`src/rtl/snake_dir_decoder_pkg.sv`:
```
// rtl/snake_dir_decoder_pkg.sv - direction codes, scan codes and decode helpers
package snake_dir_decoder_pkg;

    typedef enum logic [1:0] {
        ST_IDLE    = 2'd0,
        ST_EXT     = 2'd1,
        ST_BRK     = 2'd2,
        ST_EXT_BRK = 2'd3
    } key_state_e;

    localparam logic [2:0] DIR_NONE  = 3'd0;
    localparam logic [2:0] DIR_UP    = 3'd1;
    localparam logic [2:0] DIR_DOWN  = 3'd2;
    localparam logic [2:0] DIR_LEFT  = 3'd3;
    localparam logic [2:0] DIR_RIGHT = 3'd4;

    localparam logic [7:0] SC_E0        = 8'hE0;
    localparam logic [7:0] SC_F0        = 8'hF0;
    localparam logic [7:0] SC_W         = 8'h1D;
    localparam logic [7:0] SC_S         = 8'h1B;
    localparam logic [7:0] SC_A         = 8'h1C;
    localparam logic [7:0] SC_D         = 8'h23;
    localparam logic [7:0] SC_SPACE     = 8'h29;
    localparam logic [7:0] SC_UP_EXT    = 8'h75;
    localparam logic [7:0] SC_DOWN_EXT  = 8'h72;
    localparam logic [7:0] SC_LEFT_EXT  = 8'h6B;
    localparam logic [7:0] SC_RIGHT_EXT = 8'h74;

    function automatic logic [2:0] dir_opposite(input logic [2:0] d);
        case (d)
            DIR_UP:    return DIR_DOWN;
            DIR_DOWN:  return DIR_UP;
            DIR_LEFT:  return DIR_RIGHT;
            DIR_RIGHT: return DIR_LEFT;
            default:   return DIR_NONE;
        endcase
    endfunction

    function automatic logic [2:0] decode_plain(input logic [7:0] b);
        case (b)
            SC_W:    return DIR_UP;
            SC_S:    return DIR_DOWN;
            SC_A:    return DIR_LEFT;
            SC_D:    return DIR_RIGHT;
            default: return DIR_NONE;
        endcase
    endfunction

    function automatic logic [2:0] decode_ext(input logic [7:0] b);
        case (b)
            SC_UP_EXT:    return DIR_UP;
            SC_DOWN_EXT:  return DIR_DOWN;
            SC_LEFT_EXT:  return DIR_LEFT;
            SC_RIGHT_EXT: return DIR_RIGHT;
            default:      return DIR_NONE;
        endcase
    endfunction

endpackage

```
`src/rtl/snake_dir_decoder_if.sv`:
```
// rtl/snake_dir_decoder_if.sv - scan-code byte handshake between PS/2 receiver and decoder
interface snake_dir_decoder_if;
    logic [7:0] data_in;
    logic       data_valid;
    logic       data_ack;

    modport master (output data_in, output data_valid, input data_ack);
    modport slave  (input data_in, input data_valid, output data_ack);
endinterface

```
`src/rtl/snake_dir_decoder_ps2_key_fsm.sv`:
```
// rtl/snake_dir_decoder_ps2_key_fsm.sv - byte handshake and set-2 prefix FSM
module ps2_key_fsm
    import snake_dir_decoder_pkg::*;
(
    input  logic       clk,
    input  logic       rst_n,
    input  logic [7:0] data_in,
    input  logic       data_valid,
    output logic       data_ack,
    output logic [2:0] key_req,
    output logic       space_make
);

    key_state_e state_q, state_d;
    logic       wait_low_q, wait_low_d;
    logic       data_ack_q, data_ack_d;
    logic       accept;

    // wait_low blocks a second accept while the receiver still holds data_valid
    assign accept   = data_valid && !wait_low_q;
    assign data_ack = data_ack_q;

    always_ff @(posedge clk or negedge rst_n) begin
        if (!rst_n) begin
            state_q    <= ST_IDLE;
            wait_low_q <= 1'b0;
            data_ack_q <= 1'b0;
        end else begin
            state_q    <= state_d;
            wait_low_q <= wait_low_d;
            data_ack_q <= data_ack_d;
        end
    end

    always_comb begin
        state_d    = state_q;
        wait_low_d = wait_low_q;
        data_ack_d = accept;
        if (accept) begin
            wait_low_d = 1'b1;
        end else if (!data_valid) begin
            wait_low_d = 1'b0;
        end
        if (accept) begin
            case (state_q)
                ST_IDLE: begin
                    if (data_in == SC_E0) begin
                        state_d = ST_EXT;
                    end else if (data_in == SC_F0) begin
                        state_d = ST_BRK;
                    end
                end
                ST_EXT: begin
                    if (data_in == SC_F0) begin
                        state_d = ST_EXT_BRK;
                    end else begin
                        state_d = ST_IDLE;
                    end
                end
                default: state_d = ST_IDLE;
            endcase
        end
    end

    // Requests are combinational so pending/pause update on the accept edge itself
    always_comb begin
        key_req    = DIR_NONE;
        space_make = 1'b0;
        if (accept) begin
            case (state_q)
                ST_IDLE: begin
                    key_req    = decode_plain(data_in);
                    space_make = (data_in == SC_SPACE);
                end
                ST_EXT:  key_req = decode_ext(data_in);
                default: key_req = DIR_NONE;
            endcase
        end
    end

endmodule

```
`src/rtl/snake_dir_decoder.sv`:
```
// rtl/snake_dir_decoder.sv - pending direction buffer, pause toggle and per-tick commit
module snake_dir_decoder
    import snake_dir_decoder_pkg::*;
(
    input  logic                       clk,
    input  logic                       rst_n,
    snake_dir_decoder_if.slave         rx,
    input  logic                       move_tick,
    output logic [2:0]                 direction,
    output logic                       dir_changed,
    output logic                       pause
);

    logic [2:0] key_req;
    logic       space_make;
    logic       ack_w;

    logic [2:0] pending_q, pending_d;
    logic [2:0] direction_q, direction_d;
    logic       pause_q, pause_d;
    logic       dir_changed_q, dir_changed_d;
    logic       tick_ok;

    ps2_key_fsm u_key_fsm (
        .clk        (clk),
        .rst_n      (rst_n),
        .data_in    (rx.data_in),
        .data_valid (rx.data_valid),
        .data_ack   (ack_w),
        .key_req    (key_req),
        .space_make (space_make)
    );

    assign rx.data_ack = ack_w;

    always_ff @(posedge clk or negedge rst_n) begin
        if (!rst_n) begin
            pending_q     <= DIR_NONE;
            direction_q   <= DIR_RIGHT;
            pause_q       <= 1'b0;
            dir_changed_q <= 1'b0;
        end else begin
            pending_q     <= pending_d;
            direction_q   <= direction_d;
            pause_q       <= pause_d;
            dir_changed_q <= dir_changed_d;
        end
    end

    // Tick sees the old pause; a same-edge request overrides the tick's clear
    assign tick_ok = move_tick && !pause_q;

    always_comb begin
        pending_d     = pending_q;
        direction_d   = direction_q;
        dir_changed_d = 1'b0;
        pause_d       = pause_q ^ space_make;
        if (tick_ok) begin
            pending_d = DIR_NONE;
            if ((pending_q != DIR_NONE) && (pending_q != direction_q) &&
                (pending_q != dir_opposite(direction_q))) begin
                direction_d   = pending_q;
                dir_changed_d = 1'b1;
            end
        end
        if (key_req != DIR_NONE) begin
            pending_d = key_req;
        end
    end

    assign direction   = direction_q;
    assign dir_changed = dir_changed_q;
    assign pause       = pause_q;

endmodule
```
`src/flat_wrapper.sv`:
```
// flat-port wrapper written by rule: the top's interface ports become plain ports
module snake_dir_decoder_flat import snake_dir_decoder_pkg::*;
  (clk, rst_n, move_tick, direction, dir_changed, pause, rx_data_in, rx_data_valid, rx_data_ack);
  snake_dir_decoder_if rx_i ();
  input  logic clk;
  input  logic rst_n;
  input  logic move_tick;
  output logic [2:0] direction;
  output logic dir_changed;
  output logic pause;
  input wire logic [$bits(rx_i.data_in)-1:0] rx_data_in;
  input wire logic [$bits(rx_i.data_valid)-1:0] rx_data_valid;
  output wire logic [$bits(rx_i.data_ack)-1:0] rx_data_ack;
  assign rx_i.data_in = rx_data_in;
  assign rx_i.data_valid = rx_data_valid;
  assign rx_data_ack = rx_i.data_ack;
  snake_dir_decoder u_core (.clk(clk), .rst_n(rst_n), .rx(rx_i), .move_tick(move_tick), .direction(direction), .dir_changed(dir_changed), .pause(pause));
endmodule
```
`config.mk`:
```
export PLATFORM = sky130hd
export DESIGN_NAME = snake_dir_decoder_flat
export DESIGN_NICKNAME = d
export VERILOG_FILES = /design/src/rtl/snake_dir_decoder_pkg.sv /design/src/rtl/snake_dir_decoder_if.sv /design/src/rtl/snake_dir_decoder_ps2_key_fsm.sv /design/src/rtl/snake_dir_decoder.sv /design/src/flat_wrapper.sv
export SDC_FILE = /design/constraint.sdc
export NUM_CORES = 1
export LEC_CHECK = 0
export ABC_AREA = 1
export CORE_ASPECT_RATIO = 1.75
export CORE_MARGIN = 5
export CORE_UTILIZATION = 26
export DETAILED_ROUTE_END_ITERATION = 10
export DONT_BUFFER_PORTS = 1
export GPL_ROUTABILITY_DRIVEN = 0
export PLACE_DENSITY_LB_ADDON = 0.08
export SETUP_SLACK_MARGIN = 0.05
export SLEW_MARGIN = 40
export SYNTH_ARGS = -nofsm -noshare
export SYNTH_HDL_FRONTEND = slang
export SYNTH_SLANG_ARGS = --single-unit
```
`constraint.sdc`:
```
create_clock -name clk -period 1.66 [get_ports clk]
set_input_delay 0.249 -clock clk [delete_from_list [all_inputs] [get_ports clk]]
set_output_delay 0.249 -clock clk [all_outputs]
set_load 0.01 [all_outputs]
```
# --- Word-level counts from Yosys, hierarchy flattened ---
# Index checks and enable logic that the tools add are counted.
# Widths: inputs -> output; s select.
classes:
  bitwise_logic: 1
  muxes: 18
  n_eq_ne: 20
  n_reduce_logical: 12
ops:
  columns: ["operator", "n"]
  rows:
  - ["$pmux 3 s4", 3]
  - ["$eq 8x7->1 const B", 4]
  - ["$eq 8x5->1 const B", 3]
  - ["$eq 8x6->1 const B", 2]
  - ["$eq 8x8->1 const B", 2]
  - ["$mux 3", 4]
  - ["$eq 3x2->1 const B", 2]
  - ["$mux 1", 6]
  - ["$mux 2", 3]
  - ["$ne 3x3->1", 2]
  - ["$pmux 3 s2", 1]
  - ["$reduce_bool 3->1", 2]
  - ["$logic_and 1x1->1", 4]
  - ["$pmux 2 s2", 1]
  - ["$reduce_and 2->1", 2]
  - ["$eq 3x1->1 const B", 1]
  - ["$eq 3x3->1 const B", 1]
  - ["$ne 3x3->1 const B", 1]
  - ["$eq 2x1->1 const B", 1]
  - ["$logic_not 1->1", 2]
  - ["$logic_not 2->1", 1]
  - ["$ne 2x1->1 const B", 1]
  - ["$reduce_bool 2->1", 1]
  - ["$xor 1x1->1", 1]
totals:
  ff_bits: 12
  wordCells: 58
  in_bits: 12

# --- Logic depth before layout (Yosys ltp) ---
depth:
  ltp_word: 7
  mapped_depth: 10
  mapped_depth_nobuf: 10

# --- Hierarchy ---
# A second synthesis with hierarchy kept.
unflattened:
  cells_unflattened: 146
  area_unflattened_um2: 925.9
modules_own_cells:
  columns: ["mod", "instances", "area_each_um2", "seq_area_each_um2", "cells_per_inst"]
  rows:
  - ["ps2_key_fsm", 1, 478.0, 100.1, 81]
  - ["snake_dir_decoder", 1, 447.9, 201.4, 65]

# --- Worst setup path before layout ---
# No wires, ideal clock.
synth_timing:
  path_type: "register to register"
  from: "register u_core.direction_q[2], in the netlist u_core.direction[2]"
  to: "register u_core.direction_q[0], in the netlist u_core.direction[0]"
  synth_period_minus_slack_ns: 1.259
  setup_time_ns: 0.117
  arrival_ns: 1.142
  n_path_buf: 0
  path_stages_with_launch: 10
  path_slack_ns: 0.401
  cell_sequence: "dfstp_2 -> nand2_1 -> o21ai_1 -> nand2_1 -> nand2_1 -> nand2_1 -> nand3_2 -> nand2_2 -> nand2_1 -> nand2_1"
synth_between:
  elab_chain_cells: 6
  elab_cells_between_ends: 11
  cone_classes: "eq/ne (6); mux (2); reduce/logical (3)"
synth_lines:
  columns: ["element", "line", "rtl"]
  rows:
  - ["from (decl)", "snake_dir_decoder.sv:19", "logic [2:0] direction_q, direction_d;"]
  - ["from (signal assigned)", "snake_dir_decoder.sv:44", "direction_q <= direction_d;"]
  - ["$eq 3x3->1 (tied with other cells)", "snake_dir_decoder_pkg.sv:30", "case (d)"]
  - ["$pmux 3 s4", "snake_dir_decoder_pkg.sv:30", null]
  - ["$mux 3", "snake_dir_decoder.sv:58", "if (tick_ok) begin"]
  - ["$ne 3x3->1", "snake_dir_decoder.sv:61", "(pending_q != dir_opposite(direction_q))) begin"]
  - ["$logic_and 1x1->1 *", "snake_dir_decoder.sv:60", "if ((pending_q != DIR_NONE) && (pending_q != direction_q) &&"]
  - ["$reduce_and 2->1 (no line) *", null, null]
# Every way passes the cells marked *; elsewhere a longest branch is shown, timed or not. The select of a mux whose other input is x is not followed.
# A chain may end at the register's enable or synchronous reset.

# --- Worst setup path in the final report ---
layout_timing:
  from: "register u_core.direction_q[2], in the netlist u_core.direction[2]"
  to: "register u_core.direction_q[1], in the netlist u_core.direction[1]"
# The elaborated chain is that of the path after synthesis.

==> out/summary.json <==
{
  "timing.final.max_slew_violations": {"value": 0},
  "crit_path_end_kind": {"value": "register"},
  "drt_first_iter_violations": {"value": 20},
  "fin_util": {"value": 0.299},
  "rsz0062_at_grt": {"value": "false"},
  "height_of_the_die": {"value": 88.2, "unit": "µm"},
  "synth_compound_area_frac": {"value": 0.0565},
  "n_antenna_cell": {"value": 0},
  "max_freq": {"value": 701, "unit": "MHz"},
  "average_wire_per_standard_cell": {"value": 12.4, "unit": "µm"},
  "total_leakage_power": {"value": 0.524, "unit": "nW"},
  "setup-tns-final": {"value": 0, "unit": "ns"},
  "synth-xor-area-share": {"value": 0.00964},
  "synth.ff_latch_count": {"value": 12},
  "synth.yosys.warnings": {"value": 0},
  "tightestPinTransition": {"value": 0.565, "unit": "ns"},
  "synth_top_area_cell": {"value": "sky130_fd_sc_hd__dfrtp_1"},
  "finalHoldWorstSlack": {"value": 0.0375, "unit": "ns"},
  "cts.path.max_buffers": {"value": 2},
  "cts_post_setup_buffers_inserted": {"value": 0},
  "ir_drop": {"value": 0.200, "unit": "mV"},
  "ctsRootBufferMaster": {"value": "sky130_fd_sc_hd__clkbuf_8"},
  "layout_common_cells": {"value": "sky130_fd_sc_hd__nand2_1, sky130_fd_sc_hd__nand3_1, sky130_fd_sc_hd__inv_1, sky130_fd_sc_hd__nor2_1, sky130_fd_sc_hd__dfrtp_1"},
  "antenna_left": {"value": 0},
  "detail_route.drc_violations": {"value": 0},
  "num_vias": {"value": 865},
  "synth.avg_cell_area": {"value": 6.49, "unit": "µm²"},
  "grt_overflow": {"value": 0},
  "areaGrowthSynthToFinish": {"value": 11.8, "unit": "%"},
  "htreeDepth": {"value": 1},
  "layout_min_cycle_time": {"value": 1.43, "unit": "ns"},
  "final_min_period_over_clock_period": {"value": 0.860},
  "post_route_cells_drive_above_1_share": {"value": 0.201},
  "nets": {"value": 157},
  "cts_hold_buf": {"value": 1},
  "die_width": {"value": 54.7, "unit": "µm"},
  "num_io_pins": {"value": 18},
  "vias_in_the_first_global_route": {"value": 929},
  "r2r_setup_slack": {"value": 0.23, "unit": "ns"},
  "setup.worst_path.start_class": {"value": "register"},
  "finalWirelength": {"value": 2340, "unit": "µm"},
  "post_synth_fa_ha_maj_area_fraction": {"value": 0},
  "clock-sinks": {"value": 12},
  "ys_types": {"value": 21},
  "first_pass_iters": {"value": 4},
  "cap_viol_max_count": {"value": 0},
  "port_buffer_count": {"value": 0},
  "synthMuxAreaShare": {"value": 0},
  "hold_path.class": {"value": "in2reg"},
  "final_cell_area": {"value": 1020, "unit": "µm²"},
  "fp-row-count": {"value": 28},
  "worst_ep_required_time": {"value": 1.79, "unit": "ns"},
  "clock_pin_slew_on_the_worst_setup_and_hold_paths": {"value": 0.05, "unit": "ns"},
  "timing.clock.skew": {"value": 0.00163, "unit": "ns"},
  "path_class": {"value": "reg2reg"},
  "synth_nets": {"value": 152},
  "cells_taking_the_most_area_after_synthesis": {"value": "sky130_fd_sc_hd__dfrtp_1, sky130_fd_sc_hd__nand2_1, sky130_fd_sc_hd__nand3_1, sky130_fd_sc_hd__inv_1, sky130_fd_sc_hd__nor2_1"},
  "finalHoldViolCount": {"value": 0},
  "synthesized_area": {"value": 908, "unit": "µm²"},
  "grt_max_degree": {"value": 13},
  "relSlewSlack": {"value": 0.622},
  "layout_commonest_cell": {"value": "sky130_fd_sc_hd__nand2_1"},
  "groute.usage.overall": {"value": 0.110},
  "place_hpwl": {"value": 1980, "unit": "µm"},
  "postSynthCellCount": {"value": 140},
  "worst_skew_pair.late_latency": {"value": 0.24, "unit": "ns"},
  "synth_top_cell_area_share": {"value": 0.303},
  "ys_dominant_reg_cell": {"value": "sky130_fd_sc_hd__dfrtp_1"},
  "synth.yosys.seq_area_share": {"value": 0.332},
  "numCtsBuffers": {"value": 3},
  "synthSimpleGateAreaFrac": {"value": 0.496},
  "asyncSetResetFlopFracSynth": {"value": 1.00},
  "grt_pass1_wl": {"value": 3800, "unit": "µm"},
  "antenna_found_initial": {"value": 0},
  "area_of_the_die": {"value": 4820, "unit": "µm²"},
  "power.density_cell_area": {"value": 762, "unit": "nW/µm²"},
  "cts_resized": {"value": 0},
  "start_util": {"value": 0.267},
  "outcome": {"value": "complete, no violations"},
  "tritoncts": {"value": "built"},
  "main_combinational_cell_family_by_area_after_synthesis": {"value": "simple AND/OR/NAND/NOR gates"},
  "synth-edff-count": {"value": 0},
  "crit_path_max_fanout": {"value": 6},
  "core_area": {"value": 3400, "unit": "µm²"},
  "routed_via_density": {"value": 4.58},
  "placed_cell_area": {"value": 961, "unit": "µm²"},
  "cp_data_arrival_time": {"value": 1.56, "unit": "ns"},
  "report.final.setup_viol": {"value": 0}
}
[stage by stage]
stage	total power [mW]	instances	worst slack, ns
final	0.774	189	0.233
after global routing	0.836	189	0.0904
after CTS	0.793	189	0.217
after detailed placement	0.507	184	0.226
after global placement	0.502	184	0.248
after floorplan	0.474	140	0.401
[critical path, stage by stage (launching register included)]
cell and delay [ns]:
sky130_fd_sc_hd__dfstp_2 0.60, sky130_fd_sc_hd__nand2_1 0.09, sky130_fd_sc_hd__nand3_1 0.12, sky130_fd_sc_hd__nand2_1 0.06
sky130_fd_sc_hd__nand2_1 0.06, sky130_fd_sc_hd__nand2_1 0.06, sky130_fd_sc_hd__nand3_2 0.10, sky130_fd_sc_hd__nand2_2 0.10
sky130_fd_sc_hd__nand2_1 0.07, sky130_fd_sc_hd__nand2_1 0.05
[where the power goes]
group	switching, mW	internal [mW]
Combinational	0.109	0.0554
Clock	0.0999	0.169
Sequential	0.0256	0.316
Total	0.235	0.540
[path summary, 6_finish.rpt]
kind / startpoint / endpoint / cells past startpoint
min in group asynchronous: rst_n / u_core.direction[0] / 1
hold / removal: rx_data_valid / u_core.u_key_fsm.wait_low_q / 0
hold reg to reg: u_core.u_key_fsm.wait_low_q / u_core.u_key_fsm.data_ack / 1
max in group asynchronous: rst_n / u_core.direction[2] / 1
setup reg to reg: u_core.direction[2] / u_core.direction[1] / 9
setup / recovery: u_core.direction[2] / u_core.direction[1] / 9
[synth_stat cells (2+ instances only)]
cell                       n
sky130_fd_sc_hd__nor2_2    3
sky130_fd_sc_hd__nor2_4    2
sky130_fd_sc_hd__inv_2     6
sky130_fd_sc_hd__dfrtp_1  11
sky130_fd_sc_hd__nand4_1   3
sky130_fd_sc_hd__nand3_1  21
sky130_fd_sc_hd__nand2_1  41
sky130_fd_sc_hd__nand2_2   7
sky130_fd_sc_hd__inv_1    17
sky130_fd_sc_hd__nor2_1   13
sky130_fd_sc_hd__o21ai_1   5
sky130_fd_sc_hd__o21ai_2   2
[state kept, by name, indices dropped and copies added (netlist names)]
signal                       count
u_core.pause                     1
u_core.pending_q                 3
u_core.direction                 3
u_core.u_key_fsm.wait_low_q      1
u_core.dir_changed               1
u_core.u_key_fsm.data_ack        1
u_core.u_key_fsm.state_q         2
[metal layers]
metal  up-vias  routed length (µm)  GRT usage  part of all wire
met5         -                   0          0                 0
met1       396                 780     0.0957              0.33
met2        20                1340      0.212              0.58
met3         4                 175     0.0307             0.075
li1        445                   -          -                 -
met4         0                  36     0.0544             0.015
[layout make-up]
| cell class | count | area, µm² |
|---|---|---|
| flip-flops and latches | 12 | 302 |
| clock buffers | 4 | 45.0 |
| fillers | 419 | 2380 |
| well taps | 45 | 56.3 |
| inverters | 24 | 92.6 |
| repair buffers | 1 | 10.0 |
| multi-input cells | 103 | 510 |
[cell families (layout without fill, tap and decap cells)]
family,count (synthesis),count (layout)
buffers and inverters,25,29
AOI/OAI and AO/OA,8,8
and+or+nand+nor,94,94
xor gates and xnor gates,1,1
DFF,12,12
Power figures use the tool's default switching activity.
